### src/rtl/trace_capture_unit.sv
// On-chip trace buffer: samples CH channels into a circular buffer while armed,
// freezes POST_TRIG samples after a trigger, then streams the window oldest-first.
module trace_capture_unit #(
    parameter int DATA_W    = 32,
    parameter int CH        = 4,
    parameter int DEPTH     = 16,
    parameter int POST_TRIG = 4
) (
    input  logic                       clk,
    input  logic                       rst_n,
    input  logic [CH*DATA_W-1:0]       ch_data,
    input  logic                       ch_valid,
    input  logic                       arm,
    input  logic                       trigger,
    output logic [CH*DATA_W-1:0]       rd_data,
    output logic                       rd_valid,
    input  logic                       rd_ready,
    output logic                       rd_last,
    output logic [$clog2(DEPTH)-1:0]   trig_pos,
    output logic                       wrapped,
    output logic                       busy,
    output logic [1:0]                 dbg_state
);

    localparam int AW        = $clog2(DEPTH);
    localparam int CW        = AW + 1;
    localparam int W         = CH * DATA_W;
    localparam int POST_LAST = (POST_TRIG > 0) ? POST_TRIG - 1 : 0;

    typedef enum logic [1:0] {
        S_IDLE  = 2'd0,
        S_ARMED = 2'd1,
        S_POST  = 2'd2,
        S_READ  = 2'd3
    } state_t;

    state_t          r_state;
    logic [AW-1:0]   r_wr_ptr;
    logic [CW-1:0]   r_count;
    logic [CW-1:0]   r_post_cnt;
    logic            r_wrapped;
    logic [AW-1:0]   r_trig_pos;
    logic [AW-1:0]   r_rd_ptr;
    logic [CW-1:0]   r_fetch_left;
    logic [W-1:0]    r_rd_data;
    logic            r_rd_valid;
    logic            r_rd_last;
    logic [W-1:0]    r_mem [DEPTH];

    logic            w_wr_en;
    logic [AW-1:0]   w_wr_ptr_nxt;
    logic [CW-1:0]   w_count_nxt;
    logic            w_enter_read;
    logic [AW-1:0]   w_start;
    logic [CW-1:0]   w_trig_full;

    assign w_wr_en      = ch_valid && ((r_state == S_ARMED) || (r_state == S_POST));
    assign w_wr_ptr_nxt = r_wr_ptr + AW'(1);
    assign w_count_nxt  = (r_count == CW'(DEPTH)) ? r_count : r_count + CW'(1);
    assign w_enter_read = w_wr_en &&
                          (((r_state == S_ARMED) && trigger && (POST_TRIG == 0)) ||
                           ((r_state == S_POST) && (r_post_cnt == CW'(POST_LAST))));
    // Window geometry is taken from the post-write pointers of the final sample.
    assign w_start      = (w_count_nxt == CW'(DEPTH)) ? w_wr_ptr_nxt : '0;
    assign w_trig_full  = w_count_nxt - CW'(1) - CW'(POST_TRIG);

    assign rd_data   = r_rd_data;
    assign rd_valid  = r_rd_valid;
    assign rd_last   = r_rd_last;
    assign trig_pos  = r_trig_pos;
    assign wrapped   = r_wrapped;
    assign busy      = (r_state != S_IDLE);
    assign dbg_state = r_state;

    always_ff @(posedge clk) begin
        if (w_wr_en) begin
            r_mem[r_wr_ptr] <= ch_data;
        end
    end

    always_ff @(posedge clk or negedge rst_n) begin
        if (!rst_n) begin
            r_state      <= S_IDLE;
            r_wr_ptr     <= '0;
            r_count      <= '0;
            r_post_cnt   <= '0;
            r_wrapped    <= 1'b0;
            r_trig_pos   <= '0;
            r_rd_ptr     <= '0;
            r_fetch_left <= '0;
            r_rd_data    <= '0;
            r_rd_valid   <= 1'b0;
            r_rd_last    <= 1'b0;
        end else begin
            case (r_state)
                S_IDLE: begin
                    if (arm) begin
                        r_state    <= S_ARMED;
                        r_wr_ptr   <= '0;
                        r_count    <= '0;
                        r_post_cnt <= '0;
                        r_wrapped  <= 1'b0;
                    end
                end
                S_ARMED, S_POST: begin
                    if (ch_valid) begin
                        r_wr_ptr <= w_wr_ptr_nxt;
                        r_count  <= w_count_nxt;
                        if (r_count == CW'(DEPTH)) begin
                            r_wrapped <= 1'b1;
                        end
                        if (r_state == S_POST) begin
                            r_post_cnt <= r_post_cnt + CW'(1);
                        end
                        if (w_enter_read) begin
                            r_state      <= S_READ;
                            r_rd_ptr     <= w_start;
                            r_fetch_left <= w_count_nxt;
                            r_trig_pos   <= w_trig_full[AW-1:0];
                        end else if ((r_state == S_ARMED) && trigger) begin
                            r_state <= S_POST;
                        end
                    end
                end
                S_READ: begin
                    // Output register refills whenever it is empty or being drained.
                    if (r_rd_valid && rd_ready && r_rd_last) begin
                        r_state    <= S_IDLE;
                        r_rd_valid <= 1'b0;
                        r_rd_last  <= 1'b0;
                    end else if ((!r_rd_valid || rd_ready) && (r_fetch_left != '0)) begin
                        r_rd_data    <= r_mem[r_rd_ptr];
                        r_rd_valid   <= 1'b1;
                        r_rd_last    <= (r_fetch_left == CW'(1));
                        r_rd_ptr     <= r_rd_ptr + AW'(1);
                        r_fetch_left <= r_fetch_left - CW'(1);
                    end
                end
                default: r_state <= S_IDLE;
            endcase
        end
    end

endmodule

### config.mk
export PLATFORM = sky130hd
export DESIGN_NAME = trace_capture_unit
export DESIGN_NICKNAME = d
export VERILOG_FILES = /design/src/rtl/trace_capture_unit.sv
export SDC_FILE = /design/constraint.sdc
export NUM_CORES = 2
export LEC_CHECK = 0
export ABC_AREA = 0
export ABC_CLOCK_PERIOD_IN_PS = 4700
export CORE_AREA = 2 2 326 457
export DETAILED_ROUTE_END_ITERATION = 16
export DIE_AREA = 0 0 328 459
export DONT_BUFFER_PORTS = 1
export GPL_TIMING_DRIVEN = 0
export PLACE_DENSITY = 0.75
export SLEW_MARGIN = 30
export SYNTH_ARGS = -nofsm -noshare
export SYNTH_HDL_FRONTEND = slang
export SYNTH_SLANG_ARGS = --single-unit
### constraint.sdc
create_clock -name clk -period 4.7 [get_ports clk]
set_clock_uncertainty 0.2 [all_clocks]
set_input_delay 0.94 -clock clk [delete_from_list [all_inputs] [get_ports clk]]
set_output_delay 0.94 -clock clk [all_outputs]
set_load 0.01 [all_outputs]
Yosys cells after proc, flatten, opt, wreduce, memory -nomap -nowiden --
Memories as Yosys holds them, arrays and structs flattened. A register that Yosys moved wholly into a read port is not among the register bits. Cells that the tools add are included.
Storage, ports and cells: flip-flop bits (word level) 32, word-level logic and storage cells 98, memory bits (read-only) 0, bits of input ports 134, memories kept 1, memory bits (writable) 2048, latch bits 0, output and inout bits 138
Operators by class: equal/unequal tests 16, order comparisons 0, shift operators 0, bitwise operators 1, reductions and logical operators 26, div/mod/pow operators 0, multiply operators 0, multiplexer cells 37, $add $sub $neg 7
Memories:
- r_mem | words 16, bits a word 128, rd ports 1, clocked after memory_dff 1, write ports 1, RTL line 48 | logic [W-1:0] r_mem [DEPTH];
Operators with widths (count):
- 5-bit 2-to-1 mux | 9
- 5-bit one-hot mux with 2 select lines | 3
- 4-bit 2-to-1 mux | 7
- 2-bit != test (second input constant) | 8
- 4-bit one-hot mux with 2 select lines | 2
- 4-bit AND reduction | 3
- 5-bit by 1-bit adder with 5-bit output (second input constant) | 2
- 5-bit equality test (second input constant) | 2
- 2-bit 2-to-1 mux | 5
- 1-bit 2-to-1 mux | 9
- 3-bit AND reduction | 3
- 4-bit by 1-bit adder with 4-bit output (second input constant) | 2
- 2-bit nonzero test | 4
- 1-bit logical AND | 7
- 2-bit one-hot mux with 3 select lines | 1
- 5-bit by 1-bit equality test with 1-bit output (second input constant) | 1
- 5-bit by 2-bit equality test with 1-bit output (second input constant) | 1
- 5-bit AND reduction | 1
- 5-bit nonzero test | 1
- 5-bit by 1-bit subtractor with 5-bit output (second input constant) | 1
- 2-bit equality test (second input constant) | 2
- 4-bit by 1-bit subtractor with 4-bit output (second input constant) | 1
- 4-bit by 3-bit subtractor with 4-bit output (second input constant) | 1
- 3-bit != test (second input constant) | 1
- 8 further kinds | 10

Longest topological paths before layout --
word-level depth 7, gate-level depth with buffers 9, mapped depth without buffers 8

Least setup slack after synthesis --
OpenSTA, ideal clock, no wires.
path type register to register, from reg r_state[0] (netlist: dbg_state[0]), to mem r_mem[12][0] (netlist name) (enable), required time 3997 ps, cell stages (with the launch flop) 7, path slack -387 ps, arrival time 4384 ps, library setup time 503 ps, period minus slack after synthesis 5087 ps, buffers on the path 1, path through dfrtp_1 -> inv_1 -> ha_1 -> clkbuf_1 -> nand3_1 -> nor2_1 -> and2_1
Between the ends: longest elaborated chain between the ends 5, elaborated cells between the ends (all ways) 6, classes of those cells 2 x eq/ne; 2 x mux; 2 x reduce/logical
Ends and longest elaborated chain:
- start, declared | RTL line 37 | state_t r_state;
- start signal, assigned | RTL line 83 | r_state <= S_IDLE;
- start signal, assigned | RTL line 98 | r_state <= S_ARMED;
- start signal, assigned | RTL line 116 | r_state <= S_READ;
- 2-bit by 1-bit equality test with 1-bit output / 2-bit equality test (equally long branches) | RTL line 57 | assign w_wr_en = ch_valid && ((r_state == S_ARMED) || (r_state == S_POST));
- 1-bit logical OR * | RTL line 57
- 1-bit logical AND * | RTL line 57
- 1-bit 2-to-1 mux * | RTL line 76 | if (w_wr_en) begin
- 1-bit 2-to-1 mux (implied by the code) * | RTL line 77 | r_mem[r_wr_ptr] <= ch_data;
- end, declared | RTL line 48
Every way passes the cells marked *; elsewhere a longest branch is shown, timed or not.

==> results.toml <==
[run_status]
status = "complete, no violations"

[global_routing]
grt_max_degree = 161
overflow = 0
grt_pass1_vias = 43705
antenna_found_initial = 30
grt_first_pass_wirelength_mm = 316
track_usage_pct = 30.0

[clocking]
cts_tree = "yes"
hold_buffers = 129
clock_sinks = 2208
clk_latency_ns = 0.86
cts_resized = 0
cts.reportedPaths.clkPinSlew_ns = 0.06
numCtsBuffers = 192
cts_root_buf = "clkbuf_16"
htreeDepth = 4
cts_buffer_depth = 3
postCtsSetupBuffers = 0

[logic_synthesis]
yosysWarningCount = 0
ys_ff_latch = 2208
synth_ff_type = "edfxtp_1"
ys_seq_area_share_pct = 78.8
netlist_area_um2 = 83100
ys_top_cells_by_count = "edfxtp_1 (2048), mux4_2 (501), o22ai_1 (252)"
synth_cells = 3791
synth_area_leaders = "edfxtp_1 (74%), mux4_2 (14%), dfrtp_1 (4.8%)"
synth_top_area_share_pct = 74.0
synth_cell_types = 53
synth.most_common_cell = "edfxtp_1"
syn_nets = 3942
synth_edf_count = 2048
synth_top_cell_by_area = "edfxtp_1"
async_flop_share_pct = 7.25
synth_area_per_cell_um2 = 21.9

[worst_setup_path]
cp.arrival_ns = 4.40
required_ns = 5.17
path_class = "reg2reg"
path_max_fanout = 10
cp-startpoint = "r_rd_ptr[0]"
critPathLaunchType = "flip-flop"
critPathCaptureType = "flip-flop"
reg2reg_from = "r_rd_ptr[0]"

[sta]
fin_crit_sh_pct = 83.6
relSlewSlack_pct = 28.4
finalCriticalPeriod_ns = 3.93
tightest_slew_ns = 1.07
drv_slew = 0
setup_viol = 0
fmax_mhz = 255
rsz0062_at_grt = "no"
hold_viol = 0

[die]
die_w_um = 328
dieArea_um2 = 151000
core_area_um2 = 147000
start_util_pct = 56.6
rows = 167
ios = 272
die_h_um = 459

[route]
wl_per_cell_um = 35.6
vias_per_cell = 6.82
drc = 0
wl_mm = 225
vias = 43066
drt_pass1_iterations = 6
antenna_left = 0
drt-initial-drc-count = 5621

[cells_and_area]
fill_cells = 9145
syn2layout_area_growth_pct = 14.5
layout-drive-gt1-share_pct = 25.6
fin_nets = 4336
final_util_pct = 64.8
seqCellArea_um2 = 65500
fin_area_um2 = 95200
multi_input_area_um2 = 16600

[power]
p_leak_uw = 0.0303
powerDensity_nw_per_um2 = 572
ir_drop_mv = 0.463

[run]
maxCapViolations = 0

[min_path]
min_from = "rd_ready"
hold_class = "in2reg"

[placed_design]
io_buffers = 0
post-dp-hpwl_mm = 136
gp_congestion = 0.782
placed_cell_area_um2 = 87200
[metal layers]
metal  part of all wire, %  up-vias  GRT usage [%]
met5                  0.10        -              0
met4                   4.6       36           13.6
met3                    12      575           8.83
met2                    50     3058           49.3
met1                    34    22658           36.9
li1                      -    16739              -
[logic make-up after synthesis]
family	share of synthesized area [%]
buffers and inverters	1.28
AND/OR/NAND/NOR	1.35
multiplexers	14.9
flip-flops	78.8
adder cells (fa/ha/maj)	0.256
AO/OA/AOI/OAI	3.38
XOR/XNOR	0.0421
[through the flow]
| stage | setup slack, ns | total power [µW] | cells | TNS, ns | hold slack (ns) |
|---|---|---|---|---|---|
| after floorplan | 1.05 | 32900 | 3791 | 0 | 0.289 |
| final | 0.771 | 54400 | 6313 | 0 | 0.0988 |
| after global placement | -1.31 | 37400 | 5734 | -2190.36 | 0.311 |
| after detailed placement | 0.785 | 37900 | 5802 | 0 | 0.335 |
| after CTS | 0.820 | 54400 | 6295 | 0 | 0.0459 |
| after global routing | 0.724 | 55900 | 6303 | 0 | 0.109 |
[final cells by class]
type                       count  area share, %
sequential                  2208           68.8
buffer                       214           1.04
timing repair buffer         200           3.13
inverter                      23         0.0907
clock inverter               107           1.26
clock buffer                 257           5.60
antenna                       15         0.0394
multi-input combinational   1346           17.4
tap                         1943           2.55
[worst max-delay path: stages (launching register included)]
cell and delay, ns:
dfrtp_1 0.36, clkbuf_1 0.59, buf_2 0.64, buf_2 0.60, nand2_1 0.40, clkbuf_1 0.50
o22ai_1 0.34, a21oi_1 0.10
[worst paths after layout]
kind / cells after the start / slack [ns] / to
max reg2reg: 7 / 0.77 / rd_data[77]
max: 7 / 0.77 / rd_data[77]
min: 3 / 0.1 / rd_valid
min in group asynchronous: 2 / 0.57 / rd_data[105]
max in group asynchronous: 3 / 2.74 / rd_data[56]
min reg2reg: 2 / 0.35 / trig_pos[3]
[report_power, final]
part | internal [µW] | leakage [µW] | switching [µW] | total [µW]
registers | 22800 | 0.0202 | 1250 | 24000
logic | 5860 | 0.00695 | 8230 | 14100
clock network | 9100 | 0.00320 | 7200 | 16300
total | 37700 | 0.0303 | 16700 | 54400
[state kept, by name (all words and copies together), names as in the netlist]
name,cells
rd_data,128
r_wr_ptr,4
r_post_cnt,5
wrapped,1
trig_pos,4
rd_valid,1
dbg_state,2
r_count,5
r_mem,2048
r_fetch_left,5
r_rd_ptr,4
rd_last,1
[layout by cell type, fill, tap and decap left out, types with 8 or more instances in the layout]
cell	synthesis	routed
dlygate4sd3_1	0	129
clkbuf_16	0	195
buf_12	0	31
o22ai_1	252	252
diode_2	0	15
clkinv_2	0	39
buf_16	0	38
mux4_2	501	501
nand2_1	174	174
clkbuf_1	82	110
dfrtp_1	160	160
mux2i_1	17	17
clkbuf_2	0	13
a21oi_1	142	142
o211ai_1	8	8
bufinv_16	0	19
and2_4	0	16
o31ai_1	10	10
nor2_1	17	17
ha_1	17	17
inv_1	22	22
o21ai_0	32	32
mux2_2	81	81
clkbuf_8	0	22
nand3_1	12	12
edfxtp_1	2048	2048
buf_2	116	117
clkinv_1	0	24
No activity file was read; power rests on OpenSTA's default activity.
